### src/rtl/alu_seq.sv
// Sequential ALU with valid/ready handshakes and an iterative shift-add multiplier.
// Define ALU_FLAGS_EN to add registered carry/overflow outputs for ADD/SUB.
module alu_seq #(
   parameter int DATA_WIDTH = 8
) (
   input  logic                  clk,
   input  logic                  rst,
   input  logic                  in_valid,
   output logic                  in_ready,
   input  logic [DATA_WIDTH-1:0] data_rs1,
   input  logic [DATA_WIDTH-1:0] source_2,
   input  logic [2:0]            alu_inst,
   output logic                  out_valid,
   input  logic                  out_ready,
   output logic [DATA_WIDTH-1:0] ALU_result,
   output logic                  zero,
   output logic                  busy
`ifdef ALU_FLAGS_EN
   ,
   output logic                  carry,
   output logic                  overflow
`endif
);

   localparam int SHAMT_W = $clog2(DATA_WIDTH);
   localparam int MSB     = DATA_WIDTH - 1;
   localparam logic [SHAMT_W-1:0] LAST_ITER = SHAMT_W'(DATA_WIDTH - 1);

   localparam logic [2:0] OP_ADD = 3'b000;
   localparam logic [2:0] OP_SUB = 3'b001;
   localparam logic [2:0] OP_AND = 3'b010;
   localparam logic [2:0] OP_OR  = 3'b011;
   localparam logic [2:0] OP_XOR = 3'b100;
   localparam logic [2:0] OP_SLL = 3'b101;
   localparam logic [2:0] OP_SRL = 3'b110;
   localparam logic [2:0] OP_MUL = 3'b111;

   typedef enum logic [1:0] {
      S_IDLE = 2'd0,
      S_EXEC = 2'd1,
      S_DONE = 2'd2
   } state_t;

   state_t                r_state;
   logic                  r_in_ready;
   logic                  r_out_valid;
   logic                  r_busy;
   logic                  r_zero;
   logic [DATA_WIDTH-1:0] r_result;
   logic [SHAMT_W-1:0]    r_cnt;
   logic [DATA_WIDTH-1:0] r_mcand;
   logic [DATA_WIDTH-1:0] r_mplier;
   logic [DATA_WIDTH-1:0] r_acc;

   logic [DATA_WIDTH-1:0] w_add;
   logic [DATA_WIDTH-1:0] w_sub;
   logic [DATA_WIDTH-1:0] w_result;
   logic [DATA_WIDTH-1:0] w_acc_next;
   logic [SHAMT_W-1:0]    w_shamt;
   logic                  w_shift_oob;

   assign w_shamt     = source_2[SHAMT_W-1:0];
   assign w_shift_oob = (32'(w_shamt) >= DATA_WIDTH);
   assign w_acc_next  = r_acc + (r_mplier[0] ? r_mcand : '0);

`ifdef ALU_FLAGS_EN
   logic w_add_c;
   logic w_sub_b;
   logic w_carry;
   logic w_ovf;
   logic r_carry;
   logic r_ovf;

   assign {w_add_c, w_add} = {1'b0, data_rs1} + {1'b0, source_2};
   // The extra bit of the widened difference is set exactly when rs1 < src2 (borrow).
   assign {w_sub_b, w_sub} = {1'b0, data_rs1} - {1'b0, source_2};

   always_comb begin
      w_carry = 1'b0;
      w_ovf   = 1'b0;
      case (alu_inst)
         OP_ADD: begin
            w_carry = w_add_c;
            w_ovf   = (data_rs1[MSB] == source_2[MSB]) && (w_add[MSB] != data_rs1[MSB]);
         end
         OP_SUB: begin
            w_carry = w_sub_b;
            w_ovf   = (data_rs1[MSB] != source_2[MSB]) && (w_sub[MSB] != data_rs1[MSB]);
         end
         default: ;
      endcase
   end

   assign carry    = r_carry;
   assign overflow = r_ovf;
`else
   assign w_add = data_rs1 + source_2;
   assign w_sub = data_rs1 - source_2;
`endif

   always_comb begin
      w_result = '0;
      case (alu_inst)
         OP_ADD: w_result = w_add;
         OP_SUB: w_result = w_sub;
         OP_AND: w_result = data_rs1 & source_2;
         OP_OR:  w_result = data_rs1 | source_2;
         OP_XOR: w_result = data_rs1 ^ source_2;
         OP_SLL: w_result = w_shift_oob ? '0 : (data_rs1 << w_shamt);
         OP_SRL: w_result = w_shift_oob ? '0 : (data_rs1 >> w_shamt);
         default: w_result = '0;
      endcase
   end

   always_ff @(posedge clk) begin
      if (rst) begin
         r_state     <= S_IDLE;
         r_in_ready  <= 1'b1;
         r_out_valid <= 1'b0;
         r_busy      <= 1'b0;
         r_zero      <= 1'b0;
         r_result    <= '0;
         r_cnt       <= '0;
         r_mcand     <= '0;
         r_mplier    <= '0;
         r_acc       <= '0;
`ifdef ALU_FLAGS_EN
         r_carry     <= 1'b0;
         r_ovf       <= 1'b0;
`endif
      end else begin
         case (r_state)
            S_IDLE: begin
               if (in_valid) begin
                  r_in_ready <= 1'b0;
                  if (alu_inst == OP_MUL) begin
                     r_state  <= S_EXEC;
                     r_busy   <= 1'b1;
                     r_cnt    <= '0;
                     r_mcand  <= data_rs1;
                     r_mplier <= source_2;
                     r_acc    <= '0;
                  end else begin
                     r_state     <= S_DONE;
                     r_out_valid <= 1'b1;
                     r_result    <= w_result;
                     r_zero      <= (w_result == '0);
`ifdef ALU_FLAGS_EN
                     r_carry     <= w_carry;
                     r_ovf       <= w_ovf;
`endif
                  end
               end
            end
            S_EXEC: begin
               // One partial product per cycle: multiplicand walks left, multiplier right.
               r_acc    <= w_acc_next;
               r_mcand  <= r_mcand << 1;
               r_mplier <= r_mplier >> 1;
               r_cnt    <= r_cnt + SHAMT_W'(1);
               if (r_cnt == LAST_ITER) begin
                  r_state     <= S_DONE;
                  r_busy      <= 1'b0;
                  r_out_valid <= 1'b1;
                  r_result    <= w_acc_next;
                  r_zero      <= (w_acc_next == '0);
`ifdef ALU_FLAGS_EN
                  r_carry     <= 1'b0;
                  r_ovf       <= 1'b0;
`endif
               end
            end
            S_DONE: begin
               if (out_ready) begin
                  r_state     <= S_IDLE;
                  r_out_valid <= 1'b0;
                  r_in_ready  <= 1'b1;
               end
            end
            default: r_state <= S_IDLE;
         endcase
      end
   end

   assign in_ready   = r_in_ready;
   assign out_valid  = r_out_valid;
   assign busy       = r_busy;
   assign zero       = r_zero;
   assign ALU_result = r_result;

endmodule

### config.mk
export PLATFORM = sky130hd
export DESIGN_NAME = alu_seq
export DESIGN_NICKNAME = d
export VERILOG_FILES = /design/src/rtl/alu_seq.sv
export SDC_FILE = /design/constraint.sdc
export NUM_CORES = 1
export LEC_CHECK = 0
export ABC_AREA = 0
export BUFFER_PORTS_ARGS = -buffer_cell sky130_fd_sc_hd__clkbuf_2
export CAP_MARGIN = 20
export CORE_MARGIN = 4
export CORE_UTILIZATION = 40
export DETAILED_ROUTE_END_ITERATION = 8
export GPL_TIMING_DRIVEN = 0
export HOLD_SLACK_MARGIN = 0.06
export PLACE_DENSITY = 0.57
export SETUP_SLACK_MARGIN = 0.3
export SYNTH_ARGS = -nofsm -noshare
export SYNTH_HDL_FRONTEND = slang
export SYNTH_SLANG_ARGS = --single-unit
### constraint.sdc
create_clock -name clk -period 8.6 [get_ports clk]
set_input_delay 2.58 -clock clk [delete_from_list [all_inputs] [get_ports clk]]
set_output_delay 2.58 -clock clk [all_outputs]
set_load 0.01 [all_outputs]
==> impl_metrics.csv <==
group,metric,value,unit
drt,drt-pass1-iter-count,5,
worst_setup_path,crit_required,8760,ps
final_layout,diodes,0,
clocking,cts_made_buffers,5,
yosys,synth_ff_type,"dfxtp_1",
min_path,hp-start,"ALU_result[1]$_SDFFE_PP0P_",
timing,rsz0062_at_grt,"false",
clocking,cts-root-buf,"clkbuf_8",
global_routing,grt_max_degree,13,
yosys,synth-edff-count,0,
yosys,synth_cell_type_count,61,
worst_setup_path,r2r_slack,5740,ps
min_path,min_path_type,"reg2reg",
worst_setup_path,cpPeakStageDelay,930,ps
timing,fin_crit_sh,70.6,%
job,drv_cap,0,
drt,drtIter0Drc,262,
die,io_pins,35,
place,post-place-ws,2320,ps
clocking,cts_tree,"done",
yosys,ys_seq_area_share,22.5,%
timing,final_hold_viol_count,0,
worst_setup_path,critPathArrivalTime,6230,ps
yosys,avgSynthCellArea,8.16,sq um
die,core_area,0.00881,sq mm
drt,wirelength,10.5,mm
die,die_height,104,um
global_routing,grt_pass1_vias,3236,
place,dpl.hpwl,8.14,mm
pwr,ir_worst_vdd,0.0635,mV
worst_setup_path,crit_family,"compound AO/OA/AOI/OAI gates",
timing,setup_viol,0,
clocking,clock_latency,290,ps
place,place_congestion,0.917,
timing,tightest_slew,1100,ps
worst_setup_path,cp.buffers_inverters,4,
yosys,syn_area,0.00365,sq mm
min_path,worstHoldEndpoint,"ALU_result[1]$_SDFFE_PP0P_",
global_routing,grt.overflow.total,0,
worst_setup_path,crit_start,"source_2[1]",
status,status,"complete, no violations",
pwr,power_density,130,mW/mm^2
clocking,cts_resized,0,
worst_setup_path,worstPathCellList,"clkbuf_2 -> clkbuf_1 -> buf_2 -> inv_1 -> ha_1 -> nand2_1 -> o21ai_0 -> fa_1 -> nand2b_1 -> a21oi_1 -> nor2_1 -> o311ai_0 -> nor2_1 -> nand4b_1 -> o221ai_1",
timing,setup_ws,2530,ps
drt,ant_nets,0,
timing,max_freq,0.165,GHz
place,io_buffer_count,33,
worst_setup_path,crit_path_end_kind,"flop",
global_routing,grt_pass1_wl,17.5,mm
die,fp-row-count,34,
min_path,min_path_cells,2,
global_routing,antenna_found_initial,0,
drt,viasPerCell,5.74,
timing,skew,11.1,ps
final_layout,drive_gt1_share,12.1,%
yosys,ys_seq_elements,41,
die,die_w,104,um
worst_setup_path,cpMaxStageDelayCell,"o311ai_0",
clocking,h-tree-depth,2,
worst_setup_path,cp_max_fo,10,
drt,wl_per_cell,17.6,um
drt,drc,0,
worst_setup_path,worstRegToRegCells,11,
clocking,postCtsSetupBuffers,0,
yosys,netlist_instances,447,
timing,tns,0,ps
timing,relSlewSlack,25.4,%
die,dieArea,0.0107,sq mm
clocking,clk_pin_slew,80,ps
final_layout,final_nets,549,
worst_setup_path,path_class,"in2reg",
yosys,syn-num-nets,509,
yosys,synth-warning-count,0,
worst_setup_path,r2r-start,"r_state[0]$_SDFFE_PP0P_",
yosys,synth_async_sr_flop_share,0,%
clocking,numClockSinks,41,
pwr,p_leak,1.69,nW
worst_setup_path,crit_top_cell,"nor2_1",
timing,finalMaxSlewViolations,0,
final_layout,n_fill_cell,893,
worst_setup_path,r2r_end,"zero$_SDFFE_PP0P_",
die,initial_core_util,41.4,%
drt,via_count,3413,
timing,min_period,6070,ps
final_layout,syn_to_final_growth,10.6,%
worst_setup_path,crit_path_start_kind,"primary input",
clocking,clockBufferDepth,2,
global_routing,grt_use_total,19.9,%
clocking,cts_hold_buf,0,
tightest hold or removal path: cells and delay by family, from the launching register on:
kind | cells | cell delay [ps]
flip-flops | 1 | 320
AND/OR/NAND/NOR | 1 | 50
AO/OA/AOI/OAI | 1 | 50
state kept, by name (all words and copies together) (netlist names):
| name | cells |
|---|---|
| ALU_result | 8 |
| busy | 1 |
| in_ready | 1 |
| out_valid | 1 |
| r_acc | 8 |
| r_cnt | 3 |
| r_mcand | 8 |
| r_mplier | 8 |
| r_state | 2 |
| zero | 1 |
layout make-up:
type	instances	area (sq um)	area share (%)
multi-input combinational	354	2610	64.8
sequential	41	821	20.3
timing repair buffer	33	165	4.09
tap	108	135	3.35
buffer	27	120	2.98
inverter	25	93.8	2.33
clock buffer	7	86.3	2.14
per-stage QoR:
step           total power [mW]  utilization (%)  instances  hold slack [ps]  area, sq um
2_1_floorplan             0.340                -        447              432         3650
3_3_place_gp              0.396             44.8        588              441         3950
3_5_place_dp              0.398             44.8        588              445         3950
4_1_cts                   0.528             45.8        595              457         4040
5_1_grt                   0.560             45.8        595              483         4040
6_report                  0.526             45.8        595              454         4040
cell families after synthesis:
family	count (synthesis)	synth area share, %
mux	35	12.4
buf+inv	52	5.86
xor+xnor	17	4.08
fa+ha+maj	39	13.8
simple gates	151	20.3
compound gates	112	21.1
flops	41	22.5
metal layers:
metal,GRT usage (%),up-vias,wire length (um),share of wire (%)
li1,-,1691,-,-
met5,0,-,0,0
met1,29.0,1609,5030,48
met2,31.6,105,4720,45
met3,2.92,8,642,6.1
met4,3.23,0,88,0.84
worst max path at each step:
stage	end	slack, ps	cells after the start
3_5_place_dp	zero$_SDFFE_PP0P_	2320	14
5_1_grt	zero$_SDFFE_PP0P_	2230	14
3_3_place_gp	zero$_SDFFE_PP0P_	2330	15
6_report	zero$_SDFFE_PP0P_	2530	15
2_1_floorplan	zero$_SDFFE_PP0P_	3240	13
4_1_cts	zero$_SDFFE_PP0P_	2600	14
where the power goes:
| part | switching, mW | leakage (nW) | internal, mW |
|---|---|---|---|
| logic | 0.111 | 1.31 | 0.0746 |
| clock network | 0.0669 | 0.0443 | 0.0638 |
| registers | 0.00777 | 0.333 | 0.202 |
cell usage after synthesis, drive strengths merged, types with 3 or more instances:
cell type	n	area (sq um)
a211oi	22	165
a21o	5	37.5
a21oi	28	140
a221o	4	40.0
a22o	3	26.3
a22oi	5	37.5
and2	10	62.6
and3	3	18.8
buf	6	41.3
clkbuf	21	78.8
dfxtp	41	821
ha	37	463
inv	25	93.8
mux2i	26	260
mux4	8	180
nand2	32	120
nand2b	10	62.6
nand3	12	60.1
nand3b	3	22.5
nor2	56	210
nor2b	4	25.0
nor3	7	35.0
nor4	3	33.8
o21a	4	30.0
o21ai	15	75.1
xnor2	11	96.3
xor2	6	52.6
placed cells by master, fill, tap and decap left out, drive strengths merged, types with 3 or more instances in the layout:
cell / instances
dfxtp: 41
a22o: 3
buf: 6
o21ai: 15
a221o: 4
ha: 37
xor2: 6
nand2b: 10
o21a: 4
xnor2: 11
and2: 10
nand3b: 3
nor2: 56
a21oi: 28
nor3: 7
a211oi: 22
a21o: 5
nand3: 12
a22oi: 5
nor4: 3
inv: 25
mux4: 8
clkbuf: 61
mux2i: 26
nor2b: 4
nand2: 32
and3: 3
(Power assumes the default switching activity.)
